--- config.mk ---
export PLATFORM = sky130hd
export DESIGN_NAME = dlatch_bank_ser_flat
export DESIGN_NICKNAME = d
export VERILOG_FILES = /design/src/rtl/dlatch_bank_ser_if.sv /design/src/rtl/dlatch_bank_ser.sv /design/src/flat_wrapper.sv
export SDC_FILE = /design/constraint.sdc
export NUM_CORES = 1
export LEC_CHECK = 0
export ABC_CLOCK_PERIOD_IN_PS = 3400
export CAP_MARGIN = 20
export CORE_ASPECT_RATIO = 1.2
export CORE_UTILIZATION = 35
export DETAILED_ROUTE_END_ITERATION = 10
export GPL_ROUTABILITY_DRIVEN = 1
export HOLD_SLACK_MARGIN = 0.06
export PLACE_DENSITY = 0.65
export SLEW_MARGIN = 20
export SYNTH_ARGS = -nofsm -noshare
export SYNTH_HDL_FRONTEND = slang
export SYNTH_SLANG_ARGS = --single-unit
--- constraint.sdc ---
create_clock -name clk -period 3.4 [get_ports clk]
set_clock_uncertainty 0.15 [all_clocks]
set_input_delay 0.85 -clock clk [delete_from_list [all_inputs] [get_ports clk]]
set_output_delay 0.85 -clock clk [all_outputs]
set_load 0.01 [all_outputs]
--- src/rtl/dlatch_bank_ser_if.sv ---
// Control and data bundle for the serial-capture register bank.
// master drives stimulus; slave is the register bank itself.
interface dlatch_bank_ser_if #(
    parameter int WIDTH = 8
);
    logic             en;
    logic [1:0]       mode;
    logic [WIDTH-1:0] d;
    logic             sin;
    logic             start;
    logic [WIDTH-1:0] out;
    logic             sout;
    logic             busy;
    logic             done;

    modport master (
        output en, mode, d, sin, start,
        input  out, sout, busy, done
    );

    modport slave (
        input  en, mode, d, sin, start,
        output out, sout, busy, done
    );
endinterface

--- src/rtl/dlatch_bank_ser.sv ---
// Shift/rotate/load register bank with a WIDTH-bit LSB-first serial capture.
// Capture is a two-state FSM; done is a registered one-cycle pulse.
module dlatch_bank_ser #(
    parameter int WIDTH = 8,
    parameter int CNT_W = $clog2(WIDTH + 1)
) (
    input logic              clk,
    input logic              reset,
    dlatch_bank_ser_if.slave bus
);
    typedef enum logic {
        IDLE,
        CAPT
    } state_t;

    state_t           r_state;
    state_t           w_state_n;
    logic [WIDTH-1:0] r_out;
    logic [WIDTH-1:0] w_out_n;
    logic [CNT_W-1:0] r_cnt;
    logic [CNT_W-1:0] w_cnt_n;
    logic             r_done;
    logic             w_done_n;
    logic             w_last;

    assign w_last = (r_cnt == CNT_W'(WIDTH - 1));

    always_comb begin
        w_state_n = r_state;
        w_out_n   = r_out;
        w_cnt_n   = r_cnt;
        w_done_n  = 1'b0;
        unique case (r_state)
            IDLE: begin
                // start outranks any en/mode activity on the same edge
                if (bus.start) begin
                    w_state_n = CAPT;
                    w_cnt_n   = '0;
                end else if (bus.en) begin
                    unique case (bus.mode)
                        2'b00: w_out_n = r_out;
                        2'b01: w_out_n = bus.d;
                        2'b10: w_out_n = {bus.sin, r_out[WIDTH-1:1]};
                        2'b11: w_out_n = {r_out[0], r_out[WIDTH-1:1]};
                    endcase
                end
            end
            CAPT: begin
                if (bus.en) begin
                    w_out_n = {bus.sin, r_out[WIDTH-1:1]};
                    w_cnt_n = r_cnt + CNT_W'(1);
                    if (w_last) begin
                        w_state_n = IDLE;
                        w_done_n  = 1'b1;
                    end
                end
            end
        endcase
    end

    always_ff @(posedge clk or negedge reset) begin
        if (!reset) begin
            r_state <= IDLE;
            r_out   <= '0;
            r_cnt   <= '0;
            r_done  <= 1'b0;
        end else begin
            r_state <= w_state_n;
            r_out   <= w_out_n;
            r_cnt   <= w_cnt_n;
            r_done  <= w_done_n;
        end
    end

    assign bus.out  = r_out;
    assign bus.sout = r_out[0];
    assign bus.busy = (r_state == CAPT);
    assign bus.done = r_done;
endmodule

--- src/flat_wrapper.sv ---
// flat-port wrapper written by rule: the top's interface ports become plain ports
module dlatch_bank_ser_flat 
#(
    parameter int WIDTH = 8,
    parameter int CNT_W = $clog2(WIDTH + 1)
)
  (clk, reset, bus_en, bus_mode, bus_d, bus_sin, bus_start, bus_out, bus_sout, bus_busy, bus_done);
  dlatch_bank_ser_if #(.WIDTH(WIDTH)) bus_i ();
  input logic clk;
  input logic reset;
  input wire logic [$bits(bus_i.en)-1:0] bus_en;
  input wire logic [$bits(bus_i.mode)-1:0] bus_mode;
  input wire logic [$bits(bus_i.d)-1:0] bus_d;
  input wire logic [$bits(bus_i.sin)-1:0] bus_sin;
  input wire logic [$bits(bus_i.start)-1:0] bus_start;
  output wire logic [$bits(bus_i.out)-1:0] bus_out;
  output wire logic [$bits(bus_i.sout)-1:0] bus_sout;
  output wire logic [$bits(bus_i.busy)-1:0] bus_busy;
  output wire logic [$bits(bus_i.done)-1:0] bus_done;
  assign bus_i.en = bus_en;
  assign bus_i.mode = bus_mode;
  assign bus_i.d = bus_d;
  assign bus_i.sin = bus_sin;
  assign bus_i.start = bus_start;
  assign bus_out = bus_i.out;
  assign bus_sout = bus_i.sout;
  assign bus_busy = bus_i.busy;
  assign bus_done = bus_i.done;
  dlatch_bank_ser #(.WIDTH(WIDTH), .CNT_W(CNT_W)) u_core (.clk(clk), .reset(reset), .bus(bus_i));
endmodule
# After elaboration in Yosys (flattened, before gate mapping)
# Cells that the tools add are included.
# totals
inputBits,15
elab_cells,33
reg_bits,14
out_inout_bits,11
# classes
n_addsub,1
eq_ne,9
n_reduce_logical,3
n_mux,15
bitwise,1
# op_table
cell,count
$mux W8,3
$pmux W8 S3,1
$pmux W8 S2,1
$ne A2 B2 Y1 const B,5
$mux W4,2
$pmux W4 S2,1
$mux W1,6
$add A4 B1 Y4 const B,1
$eq A2 B2 Y1 const B,2
$eq A4 B3 Y1 const B,1
$reduce_and A4 Y1,1
$eq A2 B1 Y1 const B,1
$logic_not A2 Y1,1
$pmux W1 S2,1
$reduce_and A2 Y1,1
$not A1 Y1,1

# Depth between registers and ports, before layout
# Gate-level depths: netlist (run 1).
# depth
depth_word,5
ltp_mapped,5
depth_no_buf,4

# Worst setup path after synthesis (run 1)
# OpenSTA, ideal clock, no wires.
# synth_path
kind,input -> register
from,input port bus_mode[1]
to,register u_core.r_out[0] (netlist: u_core.bus.out[0])
cell_stages,5
setup_slack_ps,1681
n_path_buf,1
required_time_ps,3174
setup_ps,76
t_arrival_ps,1493
cell_sequence,o21ba_1 > o21ai_4 > buf_6 > nand2_1 > o21ai_1
# synth_via
elab_chain_cells,5
word_cells_on_any_way,10
cone_classes,eq/ne: 4; mux: 4; reduce/logical: 2
# synth_rtl
item,line,rtl
start: declaration,flat_wrapper.sv:12,input wire logic [$bits(bus_i.mode)-1:0] bus_mode;
$eq A2 B2 Y1 or $eq A2 B1 Y1 (tied branches),dlatch_bank_ser.sv:40,unique case (bus.mode)
$pmux W8 S3,dlatch_bank_ser.sv:40,
$mux W8,dlatch_bank_ser.sv:39,end else if (bus.en) begin
$mux W8,dlatch_bank_ser.sv:36,if (bus.start) begin
$pmux W8 S2,dlatch_bank_ser.sv:33,unique case (r_state)
end signal: assignment,dlatch_bank_ser.sv:69,r_out <= w_out_n;
end: declaration,dlatch_bank_ser.sv:18,logic [WIDTH-1:0] r_out;
# Several ways; a longest one is shown, not always the timed one. The select of a mux whose other input is x is not followed.
# A chain may end at the register's enable or synchronous reset.

# Final worst setup path (run 1)
# layout_path
from,register u_core.r_state (netlist: u_core.bus.busy)
to,output port bus_busy
# layout_rtl
item,line,rtl
start: declaration,dlatch_bank_ser.sv:16,state_t r_state;
start signal: assignment,dlatch_bank_ser.sv:68,r_state <= w_state_n;
end: declaration,flat_wrapper.sv:18,output wire logic [$bits(bus_i.busy)-1:0] bus_busy;
# No word-level cell between the ends.

==> flow_metrics.env, run 1 <==
export IMPL_start_util_pct=38.2
export IMPL_final_worst_path_period_need_ps=2530
export IMPL_place_detailed_hpwl_mm=1.05
export IMPL_cts_inserted_buffers=3
export IMPL_port_buffer_count=25
export IMPL_vias_per_cell=5.10
export IMPL_ant_nets=0
export IMPL_fp_dieArea_sq_um=2230
export IMPL_design_power_total_mw=0.745
export IMPL_synth_ff_latch_count=14
export IMPL_finalHoldViolCount=0
export IMPL_syn_to_final_growth_pct=39.8
export IMPL_critPathBufInv=1
export IMPL_power_density_nw_per_um2=746
export IMPL_synth_compound_area_share_pct=17.2
export IMPL_antenna_diode_count=0
export IMPL_drt_wirelength_per_cell_um=12.2
export IMPL_synth_adder_area_share_pct=1.75
export IMPL_place_inst=107
export IMPL_synthesized_area_divided_by_synthesized_cell_count_sq_um=10.8
export IMPL_setup_total_negative_slack_ps=0
export IMPL_critical_path_slowest_cell="sky130_fd_sc_hd__dfrtp_1"
export IMPL_syn_instance_count=66
export IMPL_ff_latch_area_sq_um=350
export IMPL_vias=566
export IMPL_total_leakage_power_nw=0.407
export IMPL_syn_area_sq_um=714
export IMPL_global_route_usage_total_pct=14.5
export IMPL_count_of_nets_after_finishing=109
export IMPL_grt_start_max_net_pins=17
export IMPL_layoutNonFillerInstCount=111
export IMPL_timing_critical_path_required_ps=2400
export IMPL_hold_path_class="reg -> reg"
export IMPL_setup_violations=0
export IMPL_grt_setup_unrepaired="no"
export IMPL_synthFlopType="sky130_fd_sc_hd__dfrtp_1"
export IMPL_postCtsSetupBuffers=0
export IMPL_dpl_instance_area_sq_um=962
export IMPL_clk_insertion_delay_late_ps=270
export IMPL_place_gp_congestion=0.667
export IMPL_worst_setup_hold_path_clk_slew_ps=90
export IMPL_boundaryPins=26
export IMPL_drt_pass_1_iters=2
export IMPL_grt_overflow=0
export IMPL_postCtsHoldBufs=0
export IMPL_maxSlewHeadroom_pct=57.4
export IMPL_grt_antenna_before_repair=0
export IMPL_proportion_of_synthesized_chip_area_in_sequential_cells_pct=49.0
export IMPL_placeableCoreArea_sq_um=1870
export IMPL_core_rowCount=17
export IMPL_worstMarginPinSlew_ps=636
export IMPL_least_setup_slack_across_all_paths_after_layout_ps=867
export IMPL_grt_pass1_wl_mm=2.43
export IMPL_post_route_util_pct=53.3
export IMPL_cpLargestDelayFamily="flip-flops"
export IMPL_critical_path_startpoint_type="flop"
export IMPL_drive_above_1_share_pct=8.70
export IMPL_syn_num_nets=82
export IMPL_ys_warn_count=0
export IMPL_grt_pass1_vias=580
export IMPL_critical_path_class="reg -> out"
export IMPL_worst_endpoint_arrival_ps=1530
export IMPL_drt_iter0_markers=4
export IMPL_xor_xnor_portion_of_the_synthesized_cell_area_pct=3.68
export IMPL_simple_logic_cell_fraction_of_the_synthesized_area_pct=12.3
export IMPL_cp_slowest_stage_delay_ps=630
export IMPL_cts_repair_resize_count=0
export IMPL_numClockSinks=14
export IMPL_timing_critical_path_to_type="output pin"
export IMPL_route_detailed_drc=0
export IMPL_synth_top_family_by_area="compound AO/OA/AOI/OAI gates"
export IMPL_max_cap_violations=0
export IMPL_tritoncts_clock_tree="built"
export IMPL_vdd_ir_drop_max_uv=327
export IMPL_synth_edf_count=0
export IMPL_preCtsSetupSlack_ps=994
export IMPL_fin_crit_sh_pct=74.5
export IMPL_outcome="finished clean"
export IMPL_stdcell_area_sq_um=998
export IMPL_slew_violations=0
export IMPL_multi_input_area_sq_um=330
export IMPL_final_hold_worst_slack_ps=371
export IMPL_number_of_levels_in_the_clock_h_tree=1
export IMPL_timing_critical_path_cells="clkdlybuf4s50_1"
export IMPL_chipWidth_um=43.2
export IMPL_longest_clk_path_bufs=2
export IMPL_maximum_clock_frequency_mhz=395
export IMPL_nFillCells=195
export IMPL_die_height_um=51.5
export IMPL_critical_path_peak_fanout=12
export IMPL_drt_wl_total_mm=1.36
export IMPL_post_synth_num_cell_types=24
export IMPL_cts_root_buffer="sky130_fd_sc_hd__clkbuf_4"
export IMPL_synth_mux_area_fraction_pct=11.4
export IMPL_async_flop_share_pct=100
## sequential cells by signal, summed over array words and instances, names as in the netlist
register,flops
u_core.bus.busy,1
u_core.bus.done,1
u_core.r_cnt,4
u_core.bus.out,8
## cells in the final DEF (no fill, tap or decap)
cell type                         netlist  routed
sky130_fd_sc_hd__xor2_1                 1       1
sky130_fd_sc_hd__a31oi_1                1       1
sky130_fd_sc_hd__clkbuf_8               0       1
sky130_fd_sc_hd__mux2_1                 1       1
sky130_fd_sc_hd__clkbuf_4               0       3
sky130_fd_sc_hd__a22o_1                 3       3
sky130_fd_sc_hd__clkdlybuf4s50_1        0      25
sky130_fd_sc_hd__o21ai_2                2       2
sky130_fd_sc_hd__mux2i_1                7       7
sky130_fd_sc_hd__a21oi_1                1       1
sky130_fd_sc_hd__nand2b_1               1       1
sky130_fd_sc_hd__o22ai_1                1       1
sky130_fd_sc_hd__o21ba_1                1       1
sky130_fd_sc_hd__nor2_4                 1       1
sky130_fd_sc_hd__nand2_1               10      10
sky130_fd_sc_hd__o21ai_1                7       7
sky130_fd_sc_hd__inv_1                  2       2
sky130_fd_sc_hd__nand4_1                1       1
sky130_fd_sc_hd__and4_1                 1       1
sky130_fd_sc_hd__o21ai_4                1       1
sky130_fd_sc_hd__nor2_1                 3       3
sky130_fd_sc_hd__xnor2_1                2       2
sky130_fd_sc_hd__ha_1                   1       1
sky130_fd_sc_hd__nor2b_1                1       1
sky130_fd_sc_hd__dfrtp_1               14      14
## cells in the mapped netlist, types with 2 or more instances
master,instances,area [sq um]
sky130_fd_sc_hd__a22o_1,3,26.3
sky130_fd_sc_hd__dfrtp_1,14,350
sky130_fd_sc_hd__xnor2_1,2,17.5
sky130_fd_sc_hd__inv_1,2,7.51
sky130_fd_sc_hd__o21ai_2,2,17.5
sky130_fd_sc_hd__buf_4,2,15.0
sky130_fd_sc_hd__nand2_1,10,37.5
sky130_fd_sc_hd__nor2_1,3,11.3
sky130_fd_sc_hd__mux2i_1,7,70.1
sky130_fd_sc_hd__o21ai_1,7,35.0
## area by class of cell
type,count,area share [%]
inverters,2,0.752
repair buffers,25,25.1
clock buffers,4,3.63
multi-input cells,47,33.1
flip-flops and latches,14,35.1
well taps,19,2.38
## cells by family (layout without fill, tap and decap cells)
logic type,count (synthesis),after routing
AO/OA/AOI/OAI,17,17
XOR/XNOR,3,3
adder cells (fa/ha/maj),1,1
buffers and inverters,5,31
flip-flops,14,14
multiplexers,8,8
AND/OR/NAND/NOR,18,18
## path summary, 6_finish.rpt
path | startpoint | end | slack, ps | cells past startpoint
setup / recovery | u_core.bus.busy$_DFF_PN0_ | bus_busy | 870 | 1
hold / removal | u_core.bus.out[3]$_DFFE_PN0P_ | u_core.bus.out[3]$_DFFE_PN0P_ | 370 | 2
setup reg to reg | u_core.bus.busy$_DFF_PN0_ | u_core.bus.out[6]$_DFFE_PN0P_ | 1910 | 3
hold reg to reg | u_core.bus.out[3]$_DFFE_PN0P_ | u_core.bus.out[3]$_DFFE_PN0P_ | 370 | 2
max in group asynchronous | reset | u_core.r_cnt[0]$_DFFE_PN0P_ | 1880 | 1
min in group asynchronous | reset | u_core.bus.out[3]$_DFFE_PN0P_ | 810 | 1
## report_power, final
part           leakage, nW  internal [mW]  switching (mW)
clock network       0.0210         0.0650          0.0522
logic                0.212          0.193           0.125
registers            0.174          0.238          0.0722
total                0.407          0.495           0.250
## per-layer routing
layer	track usage (%)	part of all wire, %	up-vias
met5	0	0	-
met4	7.58	0.59	0
met3	2.08	6.8	2
met2	24.9	48	16
met1	17.4	44	266
li1	-	-	282
Power figures use the tool's default switching activity.
==> run 2: changes to the inputs <==
--- a/config.mk
+++ b/config.mk
@@ -5,14 +5,14 @@
 export SDC_FILE = /design/constraint.sdc
 export NUM_CORES = 1
 export LEC_CHECK = 0
-export ABC_CLOCK_PERIOD_IN_PS = 3400
+export ABC_CLOCK_PERIOD_IN_PS = 2100
 export CAP_MARGIN = 20
 export CORE_ASPECT_RATIO = 1.2
 export CORE_UTILIZATION = 35
 export DETAILED_ROUTE_END_ITERATION = 10
 export GPL_ROUTABILITY_DRIVEN = 1
 export HOLD_SLACK_MARGIN = 0.06
-export PLACE_DENSITY = 0.65
+export PLACE_DENSITY = 0.68
 export SLEW_MARGIN = 20
 export SYNTH_ARGS = -nofsm -noshare
 export SYNTH_HDL_FRONTEND = slang
==> constraint.sdc (replaced) <==
create_clock -name clk -period 2.1 [get_ports clk]
set_clock_uncertainty 0.15 [all_clocks]
set_input_delay 0.525 -clock clk [delete_from_list [all_inputs] [get_ports clk]]
set_output_delay 0.525 -clock clk [all_outputs]
set_load 0.01 [all_outputs]
==> run 2 against run 1 <==
Utilization increased by 1.2 points. Clock-buffer cell count unchanged. Non-clock buffer count increased by 3. Global-route usage decreased by 0.45 points. Via count increased by 1.6%. Combinational power increased by 73%. Sequential power increased by 56%. Critical path type unchanged. Largest power group unchanged.
==> flow_metrics.env, run 2 (synthesis results as in run 1) <==
export IMPL_outcome="finished clean"
export IMPL_place_detailed_hpwl_mm=1.04
export IMPL_antenna_diode_count=0
export IMPL_timing_critical_path_required_ps=1420
export IMPL_syn_to_final_growth_pct=42.9
export IMPL_largest_register_ff_count=8
export IMPL_power_frac_clock_pct=15.4
export IMPL_post_route_util_pct=54.5
export IMPL_drt_pass_1_iters=3
export IMPL_grt_pass1_wl_mm=2.30
export IMPL_fp_dieArea_sq_um=2230
export IMPL_critical_path_startpoint_type="flop"
export IMPL_power_switching_share_pct=33.4
export IMPL_cts_repair_resize_count=0
export IMPL_grt_setup_unrepaired="no"
export IMPL_cts_root_buffer="sky130_fd_sc_hd__clkbuf_4"
export IMPL_fin_crit_sh_pct=90.3
export IMPL_critical_path_class="reg -> out"
export IMPL_timing_critical_path_to_type="output pin"
export IMPL_vias=575
export IMPL_start_util_pct=38.2
export IMPL_critical_path_slowest_cell="sky130_fd_sc_hd__clkdlybuf4s50_1"
export IMPL_critical_path_peak_fanout=4
export IMPL_longest_clk_path_bufs=2
export IMPL_postCtsSetupBuffers=0
export IMPL_postCtsHoldBufs=0
export IMPL_most_common_layout_cells="sky130_fd_sc_hd__clkdlybuf4s50_1 (25), sky130_fd_sc_hd__dfrtp_1 (14), sky130_fd_sc_hd__nand2_1 (10)"
export IMPL_critPathBufInv=1
export IMPL_grt_start_max_net_pins=17
export IMPL_max_cap_violations=0
export IMPL_timing_critical_path_cells="clkdlybuf4s50_1"
export IMPL_boundaryPins=26
export IMPL_setup_total_negative_slack_ps=0
export IMPL_maximum_clock_frequency_mhz=527
export IMPL_global_route_usage_total_pct=14.1
export IMPL_drt_wl_total_mm=1.37
export IMPL_drive_above_1_share_pct=11.6
export IMPL_cp_slowest_stage_delay_ps=550
export IMPL_placeableCoreArea_sq_um=1870
export IMPL_final_hold_worst_slack_ps=370
export IMPL_total_switching_power_mw=0.408
export IMPL_total_leakage_power_nw=0.421
export IMPL_power_density_nw_per_um2=1200
export IMPL_number_of_levels_in_the_clock_h_tree=1
export IMPL_grt_pass1_vias=573
export IMPL_slew_violations=0
export IMPL_numClockSinks=14
export IMPL_grt_overflow=0
export IMPL_clk_insertion_delay_late_ps=270
export IMPL_route_detailed_drc=0
export IMPL_count_of_nets_after_finishing=112
export IMPL_core_rowCount=17
export IMPL_worstMarginPinSlew_ps=399
export IMPL_hold_path_class="reg -> reg"
export IMPL_vdd_ir_drop_max_uv=572
export IMPL_finalHoldViolCount=0
export IMPL_grt_antenna_before_repair=0
export IMPL_drt_wirelength_per_cell_um=12.0
export IMPL_setup_violations=0
export IMPL_worst_setup_hold_path_clk_slew_ps=80
export IMPL_place_gp_congestion=0.696
export IMPL_cts_inserted_buffers=3
export IMPL_final_common_cell="sky130_fd_sc_hd__clkdlybuf4s50_1"
export IMPL_drt_iter0_markers=5
export IMPL_vias_per_cell=5.04
export IMPL_nFillCells=173
export IMPL_port_buffer_count=25
export IMPL_cpLargestDelayFamily="buffers and inverters"
export IMPL_power_frac_seq_pct=39.6
export IMPL_r2r_slack_ps=650
export IMPL_tritoncts_clock_tree="built"
export IMPL_ant_nets=0
export IMPL_maxSlewHeadroom_pct=73.3
export IMPL_die_height_um=51.5
export IMPL_cell_int_power_mw=0.813
export IMPL_comb_power_share_pct=45.0
export IMPL_final_worst_path_period_need_ps=1900
export IMPL_chipWidth_um=43.2
export IMPL_worst_endpoint_arrival_ps=1220
[run 2: changes by cell type in the layout (fill, tap and decap cells not counted)]
cell / delta
sky130_fd_sc_hd__buf_4: +3
[run 2: worst min-delay path: cells and delay by family, from the launching register on]
family	cells	cell delay (ps)
AOI/OAI and AO/OA	1	60
and+or+nand+nor	1	50
DFF	1	370
[run 2: final timing paths]
kind | start | to | depth (start not counted)
setup / recovery | u_core.bus.out[0]$_DFFE_PN0P_ | bus_sout | 1
hold / removal | u_core.bus.out[2]$_DFFE_PN0P_ | u_core.bus.out[2]$_DFFE_PN0P_ | 2
setup reg to reg | u_core.r_cnt[0]$_DFFE_PN0P_ | u_core.r_cnt[1]$_DFFE_PN0P_ | 3
hold reg to reg | u_core.bus.out[2]$_DFFE_PN0P_ | u_core.bus.out[2]$_DFFE_PN0P_ | 2
max in group asynchronous | reset | u_core.bus.out[6]$_DFFE_PN0P_ | 2
min in group asynchronous | reset | u_core.bus.out[2]$_DFFE_PN0P_ | 2
[run 2: metrics by stage]
step	area, sq um	worst slack [ps]	total power, mW	std cells
6_report	1020	203	1.22	114
3_3_place_gp	985	62.2	1.03	110
5_1_grt	1020	144	1.32	114
3_5_place_dp	985	22.8	1.05	110
4_1_cts	1020	185	1.24	114
2_1_floorplan	714	702	0.798	66
[run 2: cell type report]
| type | instances | area, sq um | share of cell area (%) |
|---|---|---|---|
| sequential | 14 | 350 | 34.3 |
| multi-input combinational | 47 | 330 | 32.4 |
| timing repair buffer | 28 | 273 | 26.7 |
| clock buffer | 4 | 36.3 | 3.55 |
| tap | 19 | 23.8 | 2.33 |
| inverter | 2 | 7.51 | 0.735 |
[run 2: routing by layer]
metal | GRT usage [%] | vias up | routed length [um]
met1 | 17.3 | 264 | 606
met3 | 2.08 | 2 | 83
met4 | 7.58 | 0 | 6
met2 | 23.4 | 18 | 673
li1 | - | 291 | -
met5 | 0 | - | 0
[run 2: power groups by stage]
stage / Sequential (mW) / Clock, mW / Combinational, mW
floorplan: 0.513 / 0 / 0.284
global placement: 0.485 / 0 / 0.545
detailed placement: 0.489 / 0 / 0.557
CTS: 0.484 / 0.201 / 0.559
global route: 0.500 / 0.215 / 0.605
finish: 0.483 / 0.189 / 0.549
==> run 3: changes to the inputs <==
--- a/config.mk
+++ b/config.mk
@@ -7,10 +7,9 @@
 export LEC_CHECK = 0
 export ABC_CLOCK_PERIOD_IN_PS = 2100
 export CAP_MARGIN = 20
-export CORE_ASPECT_RATIO = 1.2
+export CORE_ASPECT_RATIO = 0.8
 export CORE_UTILIZATION = 35
 export DETAILED_ROUTE_END_ITERATION = 10
-export GPL_ROUTABILITY_DRIVEN = 1
 export HOLD_SLACK_MARGIN = 0.06
 export PLACE_DENSITY = 0.68
 export SLEW_MARGIN = 20
==> run 3 against run 2 <==
Combinational power barely moved. Worst hold slack about the same. Sequential share of layout area decreased by 0.21 points. Setup slack got worse by 5.1 ps. Fmax down 0.27%. Cell area rose by 0.61%. Largest power group unchanged.
==> flow_metrics.env, run 3 (synthesis results as in run 1) <==
export IMPL_outcome="finished clean"
export IMPL_max_cap_violations=0
export IMPL_drt_wl_total_mm=1.42
export IMPL_tritoncts_clock_tree="built"
export IMPL_critPathBufInv=1
export IMPL_cp_slowest_stage_delay_ps=550
export IMPL_preCtsSetupSlack_ps=-6.62
export IMPL_hold_path_class="reg -> reg"
export IMPL_slew_violations=0
export IMPL_largest_register_ff_count=8
export IMPL_port_buffer_count=25
export IMPL_longest_clk_path_bufs=2
export IMPL_place_gp_congestion=0.842
export IMPL_final_hold_worst_slack_ps=370
export IMPL_drive_above_1_share_pct=11.6
export IMPL_timing_critical_path_required_ps=1420
export IMPL_setup_violations=0
export IMPL_dpl_instance_area_sq_um=991
export IMPL_cts_repair_resize_count=0
export IMPL_cts_root_buffer="sky130_fd_sc_hd__clkbuf_4"
export IMPL_grt_overflow=0
export IMPL_start_util_pct=37.8
export IMPL_drt_pass_1_iters=4
export IMPL_critical_path_slowest_cell="sky130_fd_sc_hd__clkdlybuf4s50_1"
export IMPL_syn_to_final_growth_pct=43.8
export IMPL_nFillCells=177
export IMPL_clk_insertion_delay_late_ps=280
export IMPL_timing_critical_path_to_type="output pin"
export IMPL_core_rowCount=14
export IMPL_drt_iter0_markers=5
export IMPL_vdd_ir_drop_max_uv=684
export IMPL_grt_antenna_before_repair=0
export IMPL_vias=578
export IMPL_power_density_nw_per_um2=1190
export IMPL_timing_critical_path_cells="clkdlybuf4s50_1"
export IMPL_die_height_um=42.4
export IMPL_route_detailed_drc=0
export IMPL_grt_pass1_wl_mm=2.42
export IMPL_grt_setup_unrepaired="no"
export IMPL_design_power_total_mw=1.23
export IMPL_critical_path_startpoint_type="flop"
export IMPL_stdcell_area_sq_um=1030
export IMPL_postCtsHoldBufs=0
export IMPL_worst_setup_hold_path_clk_slew_ps=80
export IMPL_numClockSinks=14
export IMPL_finalHoldViolCount=0
export IMPL_most_common_layout_cells="sky130_fd_sc_hd__clkdlybuf4s50_1 (25), sky130_fd_sc_hd__dfrtp_1 (14), sky130_fd_sc_hd__nand2_1 (10)"
export IMPL_place_detailed_hpwl_mm=1.10
export IMPL_grt_pass1_vias=521
export IMPL_maximum_clock_frequency_mhz=526
export IMPL_postCtsSetupBuffers=0
export IMPL_cpLargestDelayFamily="buffers and inverters"
export IMPL_cts_inserted_buffers=3
export IMPL_maxSlewHeadroom_pct=72.6
export IMPL_fin_crit_sh_pct=90.6
export IMPL_placeableCoreArea_sq_um=1890
export IMPL_grt_start_max_net_pins=17
export IMPL_global_route_usage_total_pct=14.9
export IMPL_vias_per_cell=4.86
export IMPL_least_setup_slack_across_all_paths_after_layout_ps=198
export IMPL_fp_dieArea_sq_um=2230
export IMPL_final_worst_path_period_need_ps=1900
export IMPL_boundaryPins=26
export IMPL_critical_path_peak_fanout=4
export IMPL_worst_endpoint_arrival_ps=1230
export IMPL_ant_nets=0
export IMPL_number_of_levels_in_the_clock_h_tree=1
export IMPL_total_leakage_power_nw=0.421
export IMPL_count_of_nets_after_finishing=112
export IMPL_final_common_cell="sky130_fd_sc_hd__clkdlybuf4s50_1"
export IMPL_chipWidth_um=52.5
export IMPL_worstMarginPinSlew_ps=410
export IMPL_multi_input_area_sq_um=330
export IMPL_drt_wirelength_per_cell_um=11.9
export IMPL_critical_path_class="reg -> out"
export IMPL_ff_latch_area_sq_um=350
export IMPL_antenna_diode_count=0
==> run 3: cell counts in the layout (fill, tap and decap cells not counted) <==
Identical to the previous run, type by type.
==> run 3: through the flow <==
step                      setup TNS [ps]  instances  util (%)
final                                  0        119      54.3
after global placement                 0        115      52.4
after detailed placement           -6.62        115      52.4
after CTS                              0        119      54.3
after floorplan                        0         66         -
after global routing                   0        119      54.3
==> run 3: cell type report <==
cell class / count / area share, %
Sequential cell: 14 / 34.1
Multi-Input combinational cell: 47 / 32.2
Timing Repair Buffer: 28 / 26.6
Clock buffer: 4 / 3.53
Tap cell: 24 / 2.92
Inverter: 2 / 0.731
==> run 3: power breakdown <==
part	total [mW]	internal, mW	switching (mW)
sequential	0.486	0.385	0.101
combinational	0.548	0.321	0.227
clock	0.192	0.105	0.0866
==> run 3: worst paths after layout <==
check                                         startpoint                             to  slack, ps  cells after the start
max in group asynchronous                          reset  u_core.bus.out[4]$_DFFE_PN0P_       1230                      2
min in group asynchronous                          reset    u_core.r_cnt[3]$_DFFE_PN0P_        400                      2
min reg2reg                u_core.bus.out[3]$_DFFE_PN0P_  u_core.bus.out[3]$_DFFE_PN0P_        370                      2
max                        u_core.bus.out[0]$_DFFE_PN0P_                     bus_out[0]        200                      1
max reg2reg                  u_core.r_cnt[0]$_DFFE_PN0P_    u_core.r_cnt[1]$_DFFE_PN0P_        640                      3
min                        u_core.bus.out[3]$_DFFE_PN0P_  u_core.bus.out[3]$_DFFE_PN0P_        370                      2
==> run 3: layer usage <==
layer / share of wire [%] / vias up / track usage (%)
li1: - / 290 / -
met1: 49 / 270 / 22.7
met2: 45 / 14 / 19.7
met3: 3.3 / 4 / 3.62
met4: 1.8 / 0 / 6.32
met5: 0 / - / 0
==> run 3: worst min-delay path: stages, from the launching register on <==
cell and delay (ps):
sky130_fd_sc_hd__dfrtp_1 370, sky130_fd_sc_hd__nand2_1 70, sky130_fd_sc_hd__o21ai_2 50
